<file path="src/rtl/game_state_controller.sv">
// game_state_controller: per-frame collision reduction and IDLE/PLAY/WIN/LOSE game FSM
module game_state_controller #(
  parameter int N_OBJ         = 2,
  parameter int LIVES_INIT    = 3,
  parameter int LIVES_W       = 3,
  parameter int GIFT_W        = 4,
  parameter int INVULN_FRAMES = 30
) (
  input  logic              clk,
  input  logic              reset,
  input  logic              startOfFrame,
  input  logic              start_game,
  input  logic              drawing_request_Ball,
  input  logic              drawing_request_Tile,
  input  logic              drawing_request_Border,
  input  logic [1:0]        TileType,
  input  logic [3:0]        HitEdgeCode,
  input  logic [N_OBJ-1:0]  drawing_request_Obj,
  input  logic [GIFT_W-1:0] num_gifts_init,
  output logic              collision,
  output logic              SingleHitPulse,
  output logic              Remove_Gift,
  output logic [N_OBJ-1:0]  obj_hit,
  output logic [LIVES_W-1:0] lives,
  output logic [GIFT_W-1:0] gift_count,
  output logic              hole_visible,
  output logic              invulnerable,
  output logic [1:0]        game_state,
  output logic              victory,
  output logic              Loss,
  output logic              EndGame
);
  localparam int INV_W = INVULN_FRAMES > 0 ? $clog2(INVULN_FRAMES + 1) : 1;
  localparam logic [INV_W-1:0] INV_LOAD = INV_W'(INVULN_FRAMES);
  typedef enum logic [1:0] {IDLE = 2'b00, PLAY = 2'b01, WIN = 2'b10, LOSE = 2'b11} state_t;
  state_t state_q, state_d;
  logic [LIVES_W-1:0] lives_q, lives_d;
  logic [GIFT_W-1:0] gift_q, gift_d;
  logic [INV_W-1:0] inv_q, inv_d;
  logic col_f_q, col_f_d, gift_f_q, gift_f_d, hole_f_q, hole_f_d;
  logic hit_q, hit_d, rg_q, rg_d;
  logic [N_OBJ-1:0] obj_f_q, obj_f_d, obj_hit_q, obj_hit_d;
  logic play, col_ev, gift_ev, hole_ev, bot_ev, hole_vis, hole_first;
  logic [N_OBJ-1:0] obj_ev;
  assign play     = state_q == PLAY;
  assign hole_vis = gift_q == '0 && (state_q == PLAY || state_q == WIN);
  assign col_ev   = drawing_request_Ball & ((drawing_request_Tile & (TileType == 2'b01)) | drawing_request_Border);
  assign gift_ev  = drawing_request_Ball & drawing_request_Tile & (TileType == 2'b10);
  assign hole_ev  = drawing_request_Ball & drawing_request_Tile & (TileType == 2'b11) & hole_vis;
  assign bot_ev   = drawing_request_Ball & drawing_request_Border & (HitEdgeCode == 4'b0001);
  assign obj_ev   = {N_OBJ{drawing_request_Ball}} & drawing_request_Obj;
  assign collision      = col_ev & play;
  assign SingleHitPulse = hit_q;
  assign Remove_Gift    = rg_q;
  assign obj_hit        = obj_hit_q;
  assign lives          = lives_q;
  assign gift_count     = gift_q;
  assign hole_visible   = hole_vis;
  assign invulnerable   = |inv_q;
  assign game_state     = state_q;
  assign victory        = state_q == WIN;
  assign Loss           = state_q == LOSE;
  assign EndGame        = victory | Loss;
  // first-in-frame detection (a startOfFrame cycle already belongs to the new frame) and game rules
  always_comb begin
    state_d    = state_q;
    lives_d    = lives_q;
    gift_d     = gift_q;
    inv_d      = inv_q;
    col_f_d    = (col_f_q & ~startOfFrame) | col_ev;
    gift_f_d   = (gift_f_q & ~startOfFrame) | gift_ev;
    hole_f_d   = (hole_f_q & ~startOfFrame) | hole_ev;
    obj_f_d    = (obj_f_q & {N_OBJ{~startOfFrame}}) | obj_ev;
    hit_d      = play & col_ev & ~(col_f_q & ~startOfFrame);
    rg_d       = play & gift_ev & ~(gift_f_q & ~startOfFrame);
    hole_first = play & hole_ev & ~(hole_f_q & ~startOfFrame);
    obj_hit_d  = {N_OBJ{play}} & obj_ev & ~(obj_f_q & {N_OBJ{~startOfFrame}});
    if (play) begin
      if (rg_d) gift_d = gift_q == '0 ? '0 : gift_q - 1'b1;
      if (hole_first) state_d = WIN;
      if (startOfFrame && inv_q != '0) inv_d = inv_q - 1'b1;
      if (|obj_hit_d && inv_q == '0) begin
        lives_d = lives_q == '0 ? '0 : lives_q - 1'b1;
        if (lives_q <= LIVES_W'(1)) state_d = LOSE;
        else inv_d = INV_LOAD;
      end
      if (bot_ev) state_d = LOSE;
    end else if (start_game) begin
      state_d  = PLAY;
      lives_d  = LIVES_W'(LIVES_INIT);
      gift_d   = num_gifts_init;
      inv_d    = '0;
      col_f_d  = 1'b0;
      gift_f_d = 1'b0;
      hole_f_d = 1'b0;
      obj_f_d  = '0;
    end
  end
  // state, counters, per-frame flags and registered pulses
  always_ff @(posedge clk) begin
    if (reset) begin
      state_q   <= IDLE;
      lives_q   <= '0;
      gift_q    <= '0;
      inv_q     <= '0;
      col_f_q   <= 1'b0;
      gift_f_q  <= 1'b0;
      hole_f_q  <= 1'b0;
      obj_f_q   <= '0;
      hit_q     <= 1'b0;
      rg_q      <= 1'b0;
      obj_hit_q <= '0;
    end else begin
      state_q   <= state_d;
      lives_q   <= lives_d;
      gift_q    <= gift_d;
      inv_q     <= inv_d;
      col_f_q   <= col_f_d;
      gift_f_q  <= gift_f_d;
      hole_f_q  <= hole_f_d;
      obj_f_q   <= obj_f_d;
      hit_q     <= hit_d;
      rg_q      <= rg_d;
      obj_hit_q <= obj_hit_d;
    end
  end
endmodule
</file>
<file path="config.mk">
export PLATFORM = sky130hd
export DESIGN_NAME = game_state_controller
export DESIGN_NICKNAME = d
export VERILOG_FILES = /design/src/rtl/game_state_controller.sv
export SDC_FILE = /design/constraint.sdc
export NUM_CORES = 1
export LEC_CHECK = 0
export CORE_AREA = 2 2 55 57
export CTS_BUF_LIST = sky130_fd_sc_hd__clkbuf_2 sky130_fd_sc_hd__clkbuf_4 sky130_fd_sc_hd__clkbuf_8
export CTS_CLUSTER_DIAMETER = 100
export DETAILED_ROUTE_END_ITERATION = 10
export DIE_AREA = 0 0 57 59
export GPL_TIMING_DRIVEN = 0
export HOLD_SLACK_MARGIN = 0.06
export PLACE_DENSITY_LB_ADDON = 0.2
export SYNTH_ARGS = -nofsm -noshare
export SYNTH_HDL_FRONTEND = slang
export SYNTH_SLANG_ARGS = --single-unit
</file>
<file path="constraint.sdc">
create_clock -name clk -period 2.1 [get_ports clk]
set_input_delay 0.42 -clock clk [delete_from_list [all_inputs] [get_ports clk]]
set_output_delay 0.42 -clock clk [all_outputs]
set_load 0.01 [all_outputs]
</file>
# Word-level counts from Yosys, hierarchy flattened
# Cells that the tools add are included.
# classes
addsub,3
magnitude_cmp,1
n_eq_ne,9
mux,27
bitwise_logic,32
reduce_logical,13
# op_table
cell,count
$mux 5,5
$and 1x1->1,17
$mux 2,8
$mux 4,4
$mux 3,4
$and 2x2->2,4
$eq 2x2->1 const B,4
$mux 1,6
$logic_not 5->1,1
$or 1x1->1,5
$reduce_bool 5->1,1
$reduce_or 5->1,1
$sub 5x1->5 const B,1
$eq 2x1->1 const B,2
$eq 4x1->1 const B,1
$logic_not 4->1,1
$not 1->1,4
$reduce_and 2->1,2
$sub 4x1->4 const B,1
$le 3x1->1 const B,1
$logic_and 1x1->1,3
$logic_not 3->1,1
$sub 3x1->3 const B,1
$ne 2x1->1 const B,1
other kinds (6),6
# word_totals
register_bits,23
inputBits,19
out_inout_bits,19
word_cells,96

# Longest topological paths before layout
# Gate-level depths: netlist of run 1.
# depth
depth_word,11
depth_mapped,8
depth_no_buf,6

# Least setup slack after synthesis of run 1
# No wires, ideal clock.
# synth_timing
kind,register to register
start,"register state_q[1], in the netlist game_state[1]"
end,"register state_q[0], in the netlist game_state[0]"
setup_ns,0.095
t_arrival_ns,1.838
required_time_ns,2.005
slack_ns,0.167
stages_incl_launch_ff,8
path_buffers,1
period_less_slack_ns,1.933
path_cell_list,dfxtp_1 inv_1 ha_1 buf_2 or4bb_1 a311oi_1 o31ai_1 a221oi_1
# synth_between
elab_chain_cells,11
elab_cells_between_ends,17
cone_classes,eq/ne (2); mux (5); bitwise (5); reduce/logical (5)
# synth_rtl
item,line_no,text
start: declaration,36,"state_t state_q, state_d;"
start signal: assignment,114,state_q <= state_d;
$eq 2x1->1 / $eq 2x2->1 (equally long branches),"45, 46",
$logic_or 1x1->1,46,assign hole_vis = gift_q == '0 && (state_q == PLAY || state_q == WIN);
$logic_and 1x1->1,46,
$and 1x1->1,49,assign hole_ev = drawing_request_Ball & drawing_request_Tile & (TileType == 2'b11) & hole_vis;
$and 1x1->1 (2 in a row),76,hole_first = play & hole_ev & ~(hole_f_q & ~startOfFrame);
$mux 2,80,if (hole_first) state_d = WIN;
$mux 2,84,if (lives_q <= LIVES_W'(1)) state_d = LOSE;
$mux 2,82,if (|obj_hit_d && inv_q == '0) begin
$mux 2,87,if (bot_ev) state_d = LOSE;
$mux 2,78,if (play) begin
# Parallel ways exist; a longest one is shown, timed or not.
# A chain may end at the register's enable or synchronous reset.

# Worst setup path in the final report of run 1
# layout_timing
start,register inv_q[0]
end,output port invulnerable
# layout_between
elab_chain_cells,1
# layout_rtl
item,line_no,text
start: declaration,39,"logic [INV_W-1:0] inv_q, inv_d;"
start signal: assignment,117,inv_q <= inv_d;
$reduce_or 5->1,59,assign invulnerable = |inv_q;
end: declaration,27,"output logic invulnerable,"
# No other way between the ends.

==> summary.md, run 1 <==
| Metric | Value |
|---|---|
| Via count | 1267 |
| Die Wd | 57 µm |
| Area growth syn-to-layout | 36.1% |
| Diodes inserted | 0 |
| Post-CTS Hold Fix Bufs | 0 |
| Maximum fanout along the worst path | 10 |
| # clock sinks | 23 |
| Fmax | 491 MHz |
| Worst path max stage delay | between 0.4 and 0.5 ns |
| R2R Path End | lives[1] |
| Syn_area_per_cell | 8.23 µm² |
| Fraction of the yosys area taken by sequential cells | 0.373 |
| Clk buf depth | 2 |
| Largest net degree at the start of global routing | 14 |
| Number of global-route vias before repair | 1130 |
| First drt pass iteration count | 4 |
| Register-to-Register Setup Slack | about 0.14 ns |
| Total Nets Final | roughly 220 |
| FF+latch area | approximately 470 µm² |
| Area of the multi-input gates | 732 µm² |
| Max Transition Viols Final | 0 |
| Mapped Nets | 175 |
| Core area | 2710 µm² |
| Req. time, crit path | 1.68 ns |
| Root Buffer | clkbuf_4 |
| RD Place Congestion | approximately 0.79 |
| Post-DR vias/cell | approximately 5.7 |
| Detail Route Antenna Nets | 0 |
| Int Pwr | around 680 µW |
| WL/cell | between 10 and 15 µm |
| Cell area after layout | 1680 µm² |
| Num ports | 38 |
| Startpoint Class | register |
| Peak VDD IR | 0.516 mV |
| Final Cycle Share | 0.969 |
| H-tree depth | 1 |
| CTS clk-pin slew, worst paths | 0.13 ns |
| RSZ-0062 raised after global routing | yes |
| Worst Setup SP | inv_q[0] |
| Crit end category | output port |
| CTS tree | done |
| Worst r2r src | inv_q[0] |
| Commonest non-fill, non-tap cell in the layout | clkdlybuf4s50_1 |
| FF-to-FF path depth | 7 |
| Pwr per Cell Area | 598 nW/µm² |
| Max-cap violation count | 0 |
| LEAKAGE | 0.000638 µW |
| First-pass GRT wire length | approximately 5.2 mm |
| Worst setup path end | invulnerable |
| Die Y | 59 µm |
| Synth cell types | 39 |
| Clk network pwr share | 0.210 |
| Setup slack after placement | -0.303 ns |
| Setup slack after layout | ~0.065 ns |
| YS warnings | 0 |
| Crit path max-delay family | simple AND/OR/NAND/NOR gates |
| Status | completed |
| Max_slew headroom | 0.648 |
| Clock latency on the worst-skew pair | approximately 0.32 ns |
| CTS Buf Count | 3 |
| HP Class | in2reg |
| Yosys reg bits | 23 |
| Iter 0 DRT Violations | 30 |
| Initial antenna violation count | 0 |
| All-Layer GR Usage | 0.195 |
| Post-route minimum period | between 2 and 2.5 ns |
| Buf/Inv on CP | 3 |
| Switching pwr | 322 µW |
| Total gr overflow | 0 |
| Starting Density | 0.456 |
| Levels on crit path | 5 |
| Combinational group share of total power | 0.302 |
| Crit Path Category | reg2out |
| Setup Skew | 0.00328 ns |
| Total setup violations reported at the end of the flow | 0 |
| Most frequent cells in the layout | clkdlybuf4s50_1 (30), dfxtp_1 (19), nor2_1 (17) |
| Dpl cell area | 1620 µm² |
| Post-Syn Instances | 150 |
| Post-Syn Area | 1230 µm² |
| Worst slew pin tran | roughly 0.52 ns |
| Critical Path Slowest Stage Cell | or4b_4 |
| Dpl hpwl | 2.30 mm |
| Reg power frac | 0.488 |
| Drt total wl | 3.10 mm |
| Post-route DRC | 0 |
| Die Footprint | 3360 µm² |
| Fillers | 263 |
| Number of port buffers | 35 |
| Hold Fails Final Rpt | 0 |
| Share of cells above drive strength 1 | 0.116 |
| CP Cell Sequence | inv_1, ha_1, or4b_4, buf_6, clkbuf_2 |
| Sw frac | 0.320 |
| Floorplan row count | 19 |
| CP arrival | 1.62 ns |
==> area by class of cell <==
cell class	count	area share
multi-input cells	112	0.436
flip-flops and latches	23	0.277
repair buffers	36	0.208
well taps	31	0.0231
plain buffers	7	0.0223
inverters	8	0.0179
clock buffers	3	0.0134
clock inverters	1	0.00298
==> metal layers <==
| layer | wire [µm] | vias to the layer above | track usage |
|---|---|---|---|
| met2 | 1510 | 46 | 0.346 |
| met4 | 49 | 0 | 0.0598 |
| met5 | 0 | - | 0 |
| met1 | 1340 | 580 | 0.236 |
| met3 | 201 | 8 | 0.0437 |
| li1 | - | 633 | - |
==> sequential cells by signal, indices dropped and copies added (netlist names) <==
name	flops
inv_q	5
Remove_Gift	1
gift_count	4
lives	3
obj_f_q	2
hole_f_q	1
obj_hit	2
SingleHitPulse	1
col_f_q	1
gift_f_q	1
game_state	2
==> Yosys cell counts <==
library cell  instances  area, µm²
a211oi_1              4       30.0
a21o_1                2       15.0
a21oi_1              13       65.1
a221o_1               1       10.0
a221oi_1              1       8.76
a2bb2oi_1             1       8.76
a311o_4               1       20.0
a311oi_1              3       26.3
a31oi_1               4       25.0
a32oi_1               2       17.5
a41o_1                1       10.0
and3_1                1       6.26
and4b_1               1       10.0
buf_2                 1       5.00
buf_6                 1       11.3
clkbuf_1              5       18.8
dfxtp_1              23        460
ha_1                  6       75.1
inv_1                 8       30.0
mux2i_1               1       10.0
nand2_1              14       52.6
nand2b_1              7       43.8
nand3_1               4       20.0
nand4_1               1       6.26
nand4b_1              1       8.76
nor2_1               17       63.8
nor2b_1               2       12.5
nor3_1                5       25.0
nor3b_1               1       7.51
nor4_1                1       6.26
o211ai_1              3       22.5
o21ai_0               4       20.0
o21ai_1               1       5.00
o31ai_1               1       7.51
or2_2                 2       12.5
or4_1                 3       22.5
or4b_2                1       10.0
or4b_4                1       13.8
or4bb_1               1       11.3
==> through the flow <==
stage / instances / power [µW] / utilization / hold WS, ns / TNS [ns]
2_1_floorplan: 150 / 668 / - / 0.428 / 0
3_3_place_gp: 216 / 785 / 0.599 / 0.448 / -0.893
3_5_place_dp: 216 / 794 / 0.599 / 0.456 / -1.46
4_1_cts: 220 / 1010 / 0.614 / 0.469 / -0.0696
5_1_grt: 221 / 1070 / 0.620 / 0.489 / -0.00866
6_report: 221 / 1000 / 0.620 / 0.470 / 0
==> power groups by stage <==
stage | clock network, µW | logic [µW] | registers, µW
6_report | 211 | 303 | 490
4_1_cts | 225 | 300 | 489
3_3_place_gp | 0 | 288 | 497
5_1_grt | 241 | 332 | 494
2_1_floorplan | 0 | 167 | 501
3_5_place_dp | 0 | 296 | 498
==> repair_timing <==
item | CTS | global route
setup endpoints to repair | 9 | 5
buffers inserted | 0 | 1
gates cloned | 0 | 0
gates resized for setup | 13 | 6
pin swaps | 0 | 2
endpoints found under the hold margin | 0 | 0
==> logic make-up after synthesis <==
kind of cell | share of synthesized area
fa+ha+maj | 0.0608
simple gates | 0.270
buf+inv | 0.0527
mux | 0.00811
compound gates | 0.236
flops | 0.373
==> worst min path at each step <==
stage                    end        from  slack (ns)  cells past startpoint
6_report       game_state[0]       reset        0.47                      2
5_1_grt        game_state[0]       reset        0.49                      2
4_1_cts             inv_q[0]       reset        0.47                      2
3_5_place_dp      obj_hit[1]  obj_f_q[1]        0.46                      1
3_3_place_gp      obj_hit[1]  obj_f_q[1]        0.45                      1
2_1_floorplan     obj_hit[0]  obj_f_q[0]        0.43                      1
No activity file was read; power rests on OpenSTA's default activity.
==> run 2: changes to the inputs <==
--- a/config.mk
+++ b/config.mk
@@ -5,6 +5,7 @@
 export SDC_FILE = /design/constraint.sdc
 export NUM_CORES = 1
 export LEC_CHECK = 0
+export ABC_CLOCK_PERIOD_IN_PS = 2100
 export CORE_AREA = 2 2 55 57
 export CTS_BUF_LIST = sky130_fd_sc_hd__clkbuf_2 sky130_fd_sc_hd__clkbuf_4 sky130_fd_sc_hd__clkbuf_8
 export CTS_CLUSTER_DIAMETER = 100
@@ -13,6 +14,7 @@
 export GPL_TIMING_DRIVEN = 0
 export HOLD_SLACK_MARGIN = 0.06
 export PLACE_DENSITY_LB_ADDON = 0.2
+export SETUP_SLACK_MARGIN = 0.15
 export SYNTH_ARGS = -nofsm -noshare
 export SYNTH_HDL_FRONTEND = slang
 export SYNTH_SLANG_ARGS = --single-unit
==> summary.md, run 2 (synthesis results as in run 1) <==
| Metric | Value |
|---|---|
| Status | completed |
| Largest net degree at the start of global routing | 14 (unchanged) |
| Total Nets Final | 225 (+4.2%) |
| Post-route DRC | 0 (unchanged) |
| Die Y | 59 µm (unchanged) |
| Cell mode on critical path | buf_6 |
| Final Cycle Share | 0.961 (-0.00822) |
| Floorplan row count | 19 (unchanged) |
| Die Wd | 57 µm (unchanged) |
| Crit path max-delay family | compound AO/OA/AOI/OAI gates |
| Clock latency on the worst-skew pair | 0.32 ns (about the same) |
| All-Layer GR Usage | 0.206 (+0.0105) |
| Number of port buffers | 35 (unchanged) |
| Number of global-route vias before repair | 1186 (+5.0%) |
| Sum Neg Setup Slack | 0 ns (unchanged) |
| Worst Setup SP | inv_q[1] |
| Req. time, crit path | 2.37 ns (+0.69 ns) |
| Fillers | 236 (-10%) |
| Crit end category | register |
| Total gr overflow | 0 (unchanged) |
| Max_slew headroom | 0.670 (+0.0213) |
| Worst path max stage delay | 0.45 ns (about the same) |
| CTS Buf Count | 3 (unchanged) |
| Most frequent cells in the layout | clkdlybuf4s50_1 (29), dfxtp_1 (16), nor2_1 (15) |
| Initial antenna violation count | 0 (unchanged) |
| CTS clk-pin slew, worst paths | 0.13 ns (about the same) |
| Worst slew pin tran | 0.492 ns (-0.0298 ns) |
| Clk buf depth | 2 (unchanged) |
| Fmax | 496 MHz (+0.86%) |
| Peak VDD IR | 0.434 mV (-16%) |
| FF+latch area | 469 µm² (+0.81%) |
| Total setup violations reported at the end of the flow | 0 (unchanged) |
| Share of cells above drive strength 1 | 0.246 (+0.130) |
| Critical Path Slowest Stage Cell | or4b_4 |
| CTS tree | done |
| Iter 0 DRT Violations | 39 (+30%) |
| Buf/Inv on CP | 3 (unchanged) |
| Via count | 1324 (+4.5%) |
| Starting Density | 0.456 (unchanged) |
| Commonest non-fill, non-tap cell in the layout | clkdlybuf4s50_1 |
| Max-cap violation count | 0 (unchanged) |
| Dpl cell area | 1620 µm² (unchanged) |
| Diodes inserted | 0 (unchanged) |
| RD Place Congestion | 0.788 (unchanged) |
| # clock sinks | 23 (unchanged) |
| Detail Route Antenna Nets | 0 (unchanged) |
| WL/cell | 14.1 µm (+0.33%) |
| Dpl hpwl | 2.30 mm (unchanged) |
| Core area | 2710 µm² (unchanged) |
| Pwr per Cell Area | 592 nW/µm² (-0.90%) |
| Area growth syn-to-layout | 46.7% |
| First drt pass iteration count | 4 (unchanged) |
| Power, Total | 1070 µW (+6.8%) |
| Die Footprint | 3360 µm² (unchanged) |
| Drt total wl | 3.24 mm (+4.4%) |
| Number of flip-flops in the largest register | 5 (unchanged) |
| Post-route minimum period | 2.02 ns (-0.0173 ns) |
| Area of the multi-input gates | 795 µm² (+8.5%) |
| LEAKAGE | 0.000710 µW (+11%) |
| Worst r2r src | inv_q[1] |
| Final core occ | 0.669 (+0.0485) |
| First-pass GRT wire length | 5.46 mm (+5.3%) |
| Register-to-Register Setup Slack | 0.08 ns (-0.06 ns) |
| Hold Path Origin | obj_f_q[1] |
| Setup Skew | 0.00440 ns (+0.00112 ns) |
| Startpoint Class | register |
| HP Class | reg2reg |
| Maximum fanout along the worst path | 5 (-5) |
| Cell area after layout | 1810 µm² (+7.8%) |
| Num ports | 38 (unchanged) |
| Post-CTS Hold Fix Bufs | 0 (unchanged) |
| Crit Path Category | reg2reg |
| Post-DR vias/cell | 5.76 (+0.41%) |
| CP arrival | 2.29 ns (+0.67 ns) |
| CP Cell Sequence | inv_2, ha_4, or4b_4, buf_6, buf_6, a311o_4, a221o_1, o21ai_1 |
| Max Transition Viols Final | 0 (unchanged) |
| Root Buffer | clkbuf_4 |
| RSZ-0062 raised after global routing | yes |
| Hold Fails Final Rpt | 0 (unchanged) |
| Biggest register | inv_q |
| H-tree depth | 1 (unchanged) |
==> run 2: routing by layer <==
layer	track usage	vias to the layer above	wire length (µm)
met1	0.252	619	1430
met5	0	-	0
li1	-	654	-
met2	0.365	42	1570
met3	0.0437	9	183
met4	0.0598	0	53
==> run 2: stage by stage <==
stage	std cells	hold slack [ns]	setup WS [ns]
after floorplan	150	0.428	0.167
after global placement	216	0.448	-0.239
after detailed placement	216	0.456	-0.303
after CTS	228	0.469	0.00542
after global routing	230	0.486	0.0235
final	230	0.474	0.0819
==> run 2: what timing repair did <==
item                                    CTS  global route
buffers inserted                          8             2
resized for setup                        33            17
pin swaps                                 6             4
endpoints found under the setup margin   14            12
==> run 2: report_power, final <==
| group | switching, µW | total (µW) | internal (µW) |
|---|---|---|---|
| combinational | 178 | 370 | 192 |
| sequential | 25.3 | 489 | 464 |
| clock | 143 | 214 | 71.4 |
==> run 2: area by class of cell <==
| class | instances | share of cell area |
|---|---|---|
| Multi-Input combinational cell | 112 | 0.439 |
| Sequential cell | 23 | 0.259 |
| Timing Repair Buffer | 45 | 0.227 |
| Buffer | 7 | 0.0228 |
| Tap cell | 31 | 0.0214 |
| Inverter | 8 | 0.0166 |
| Clock buffer | 3 | 0.0124 |
| Clock inverter | 1 | 0.00276 |
==> run 2: worst paths after layout <==
check                             endpoint  cells after the start
worst max-delay path              lives[1]                      8
worst min-delay path            obj_hit[1]                      1
worst min register to register  obj_hit[1]                      1
worst max register to register    lives[1]                      8
==> run 3: changes to the inputs <==
--- a/config.mk
+++ b/config.mk
@@ -6,15 +6,17 @@
 export NUM_CORES = 1
 export LEC_CHECK = 0
 export ABC_CLOCK_PERIOD_IN_PS = 2100
-export CORE_AREA = 2 2 55 57
+export CORE_AREA = 2 2 64 66
 export CTS_BUF_LIST = sky130_fd_sc_hd__clkbuf_2 sky130_fd_sc_hd__clkbuf_4 sky130_fd_sc_hd__clkbuf_8
 export CTS_CLUSTER_DIAMETER = 100
+export CTS_CLUSTER_SIZE = 25
 export DETAILED_ROUTE_END_ITERATION = 10
-export DIE_AREA = 0 0 57 59
+export DIE_AREA = 0 0 66 68
 export GPL_TIMING_DRIVEN = 0
 export HOLD_SLACK_MARGIN = 0.06
 export PLACE_DENSITY_LB_ADDON = 0.2
 export SETUP_SLACK_MARGIN = 0.15
+export SKIP_CTS_REPAIR_TIMING = 1
 export SYNTH_ARGS = -nofsm -noshare
 export SYNTH_HDL_FRONTEND = slang
 export SYNTH_SLANG_ARGS = --single-unit
==> summary.md, run 3 (synthesis results as in run 1) <==
| Metric | Value |
|---|---|
| Max Transition Viols Final | 0 (unchanged) |
| Dpl hpwl | 2.49 mm (+8.2%) |
| Post-route DRC | 0 (unchanged) |
| R2R Path End | lives[1] |
| Largest net degree at the start of global routing | 13 (-1) |
| Worst path max stage delay | 0.46 ns (about the same) |
| WL met3 | 135 µm (-26%) |
| Area growth syn-to-layout | 47.5% |
| Pwr per Cell Area | 634 nW/µm² (+7.0%) |
| Worst slew pin tran | 0.682 ns (+0.190 ns) |
| Biggest register | inv_q |
| Cell area after layout | 1820 µm² (+0.55%) |
| Root Buffer | clkbuf_8 |
| # clock sinks | 23 (unchanged) |
| Status | completed |
| Clk buf depth | 2 (unchanged) |
| Total Nets Final | 219 (-2.7%) |
| Die Footprint | 4490 µm² (+33%) |
| Final core occ | 0.472 (-0.196) |
| CTS Buf Count | 3 (unchanged) |
| Sum Neg Setup Slack | 0 ns (unchanged) |
| Worst setup path end | lives[1] |
| Worst r2r src | inv_q[0] |
| FF-to-FF path depth | 7 (-1) |
| Req. time, crit path | 2.30 ns (-0.07 ns) |
| Critical Path Slowest Stage Cell | or4b_4 |
| CP arrival | 2.21 ns (-0.08 ns) |
| Initial antenna violation count | 0 (unchanged) |
| Switching pwr | 351 µW (+1.5%) |
| Dpl cell area | 1650 µm² (+1.5%) |
| Peak VDD IR | 0.255 mV (-41%) |
| Maximum fanout along the worst path | 5 (unchanged) |
| Crit path max-delay family | compound AO/OA/AOI/OAI gates |
| Core area | 3860 µm² (+42%) |
| H-tree depth | 1 (unchanged) |
| Clk network pwr share | 0.260 (+0.061) |
| CTS tree | done |
| LEAKAGE | 0.000723 µW (+1.9%) |
| Combinational group share of total power | 0.314 (-0.031) |
| Startpoint Class | register |
| WL/cell | 14.4 µm (+2.5%) |
| Number of global-route vias before repair | 1222 (+3.0%) |
| Die Y | 68 µm (+15%) |
| Post-route minimum period | 2.00 ns (-0.0157 ns) |
| Int Pwr | 804 µW (+11%) |
| Die Wd | 66 µm (+16%) |
| Highest routed layer | met4 |
| RD Place Congestion | 0.800 (+1.6%) |
| Num ports | 38 (unchanged) |
| Power, Total | 1160 µW (+7.6%) |
| Crit end category | register |
| Worst hold margin | 0.467 ns (-0.00742 ns) |
| Via count | 1282 (-3.2%) |
| Register-to-Register Setup Slack | 0.1 ns (+0.02 ns) |
| M1 WL | 1.66 mm (+16%) |
| Reg power frac | 0.426 (-0.030) |
| Total gr overflow | 0 (unchanged) |
| Starting Density | 0.320 (-0.135) |
| Number of flip-flops in the largest register | 5 (unchanged) |
| Worst Setup SP | inv_q[0] |
| Max_slew headroom | 0.540 (-0.130) |
| CP Cell Sequence | inv_2, ha_4, or4b_4, buf_8, a311o_4, a221o_1, o21ai_0 |
| Routed met2 length | 1.66 mm (+5.7%) |
| Number of port buffers | 35 (unchanged) |
| Floorplan row count | 23 (+4) |
| RSZ-0062 raised after global routing | yes |
| Commonest non-fill, non-tap cell in the layout | clkdlybuf4s50_1 |
| Sw frac | 0.304 (-0.0185) |
| First drt pass iteration count | 4 (unchanged) |
| Post-DR vias/cell | 5.28 (-8.4%) |
| Final Cycle Share | 0.954 (-0.00747) |
| Hold Fails Final Rpt | 0 (unchanged) |
| First-pass GRT wire length | 5.62 mm (+3.0%) |
| Diodes inserted | 0 (unchanged) |
| All-Layer GR Usage | 0.164 (-0.0411) |
| Most frequent cells in the layout | clkdlybuf4s50_1 (30), dfxtp_1 (19), nor2_1 (16) |
| Max-cap violation count | 0 (unchanged) |
| Share of cells above drive strength 1 | 0.166 (-0.0804) |
| HP Class | reg2reg |
| Detail Route Antenna Nets | 0 (unchanged) |
| Levels on crit path | 7 (-1) |
| CTS clk-pin slew, worst paths | 0.08 ns (-0.05 ns) |
| Iter 0 DRT Violations | 34 (-13%) |
| Fmax | 499 MHz (+0.78%) |
| Crit Path Category | reg2reg |
| Clock latency on the worst-skew pair | 0.27 ns (-0.05 ns) |
| Drt total wl | 3.51 mm (+8.3%) |
| Buf/Inv on CP | 2 (-1) |
| Setup Skew | 0.00599 ns (+0.00159 ns) |
| Total setup violations reported at the end of the flow | 0 (unchanged) |
[run 3: cell types whose count changed in the layout (fill, tap and decap cells not counted), sizes merged]
cell / previous run / this run
buf: 15 / 5
clkbuf: 9 / 11
clkdlybuf4s50: 29 / 30
clkinv: 1 / 0
dlygate4sd2: 1 / 0
dlymetal6s2s: 1 / 4
[run 3: stage by stage]
stage                     setup slack [ns]  instances
after floorplan                      0.167        150
after global placement              -0.245        235
after detailed placement            -0.265        235
after CTS                           -0.275        239
after global routing               0.00839        243
final                               0.0976        243
[run 3: routing by layer]
metal	up-vias	track usage
li1	633	-
met1	618	0.207
met2	27	0.280
met3	4	0.0214
met4	0	0.0765
met5	-	0
[run 3: final cells by class]
cell class / instances / area, µm²
well taps: 50 / 62.6
clock buffers: 4 / 48.8
plain buffers: 7 / 45.0
flip-flops and latches: 23 / 465
repair buffers: 39 / 403
multi-input cells: 112 / 767
fillers: 408 / 2030
inverters: 8 / 30.0
[run 3: how the worst min path moves through the flow]
stage	from	to	slack, ns	cells after the start
after floorplan	obj_f_q[0]	obj_hit[0]	0.43	1
after global placement	col_f_q	col_f_q	0.45	2
after global routing	obj_f_q[1]	obj_hit[1]	0.49	1
after detailed placement	obj_f_q[1]	obj_hit[1]	0.45	1
after CTS	obj_f_q[1]	obj_hit[1]	0.47	1
final	obj_f_q[1]	obj_hit[1]	0.47	1
[run 3: power groups by stage]
stage	Sequential (µW)	Combinational, µW	Clock, µW
after floorplan	501	167	0
after detailed placement	499	299	0
final	492	363	300
after global routing	497	399	317
after global placement	497	292	0
after CTS	489	300	311
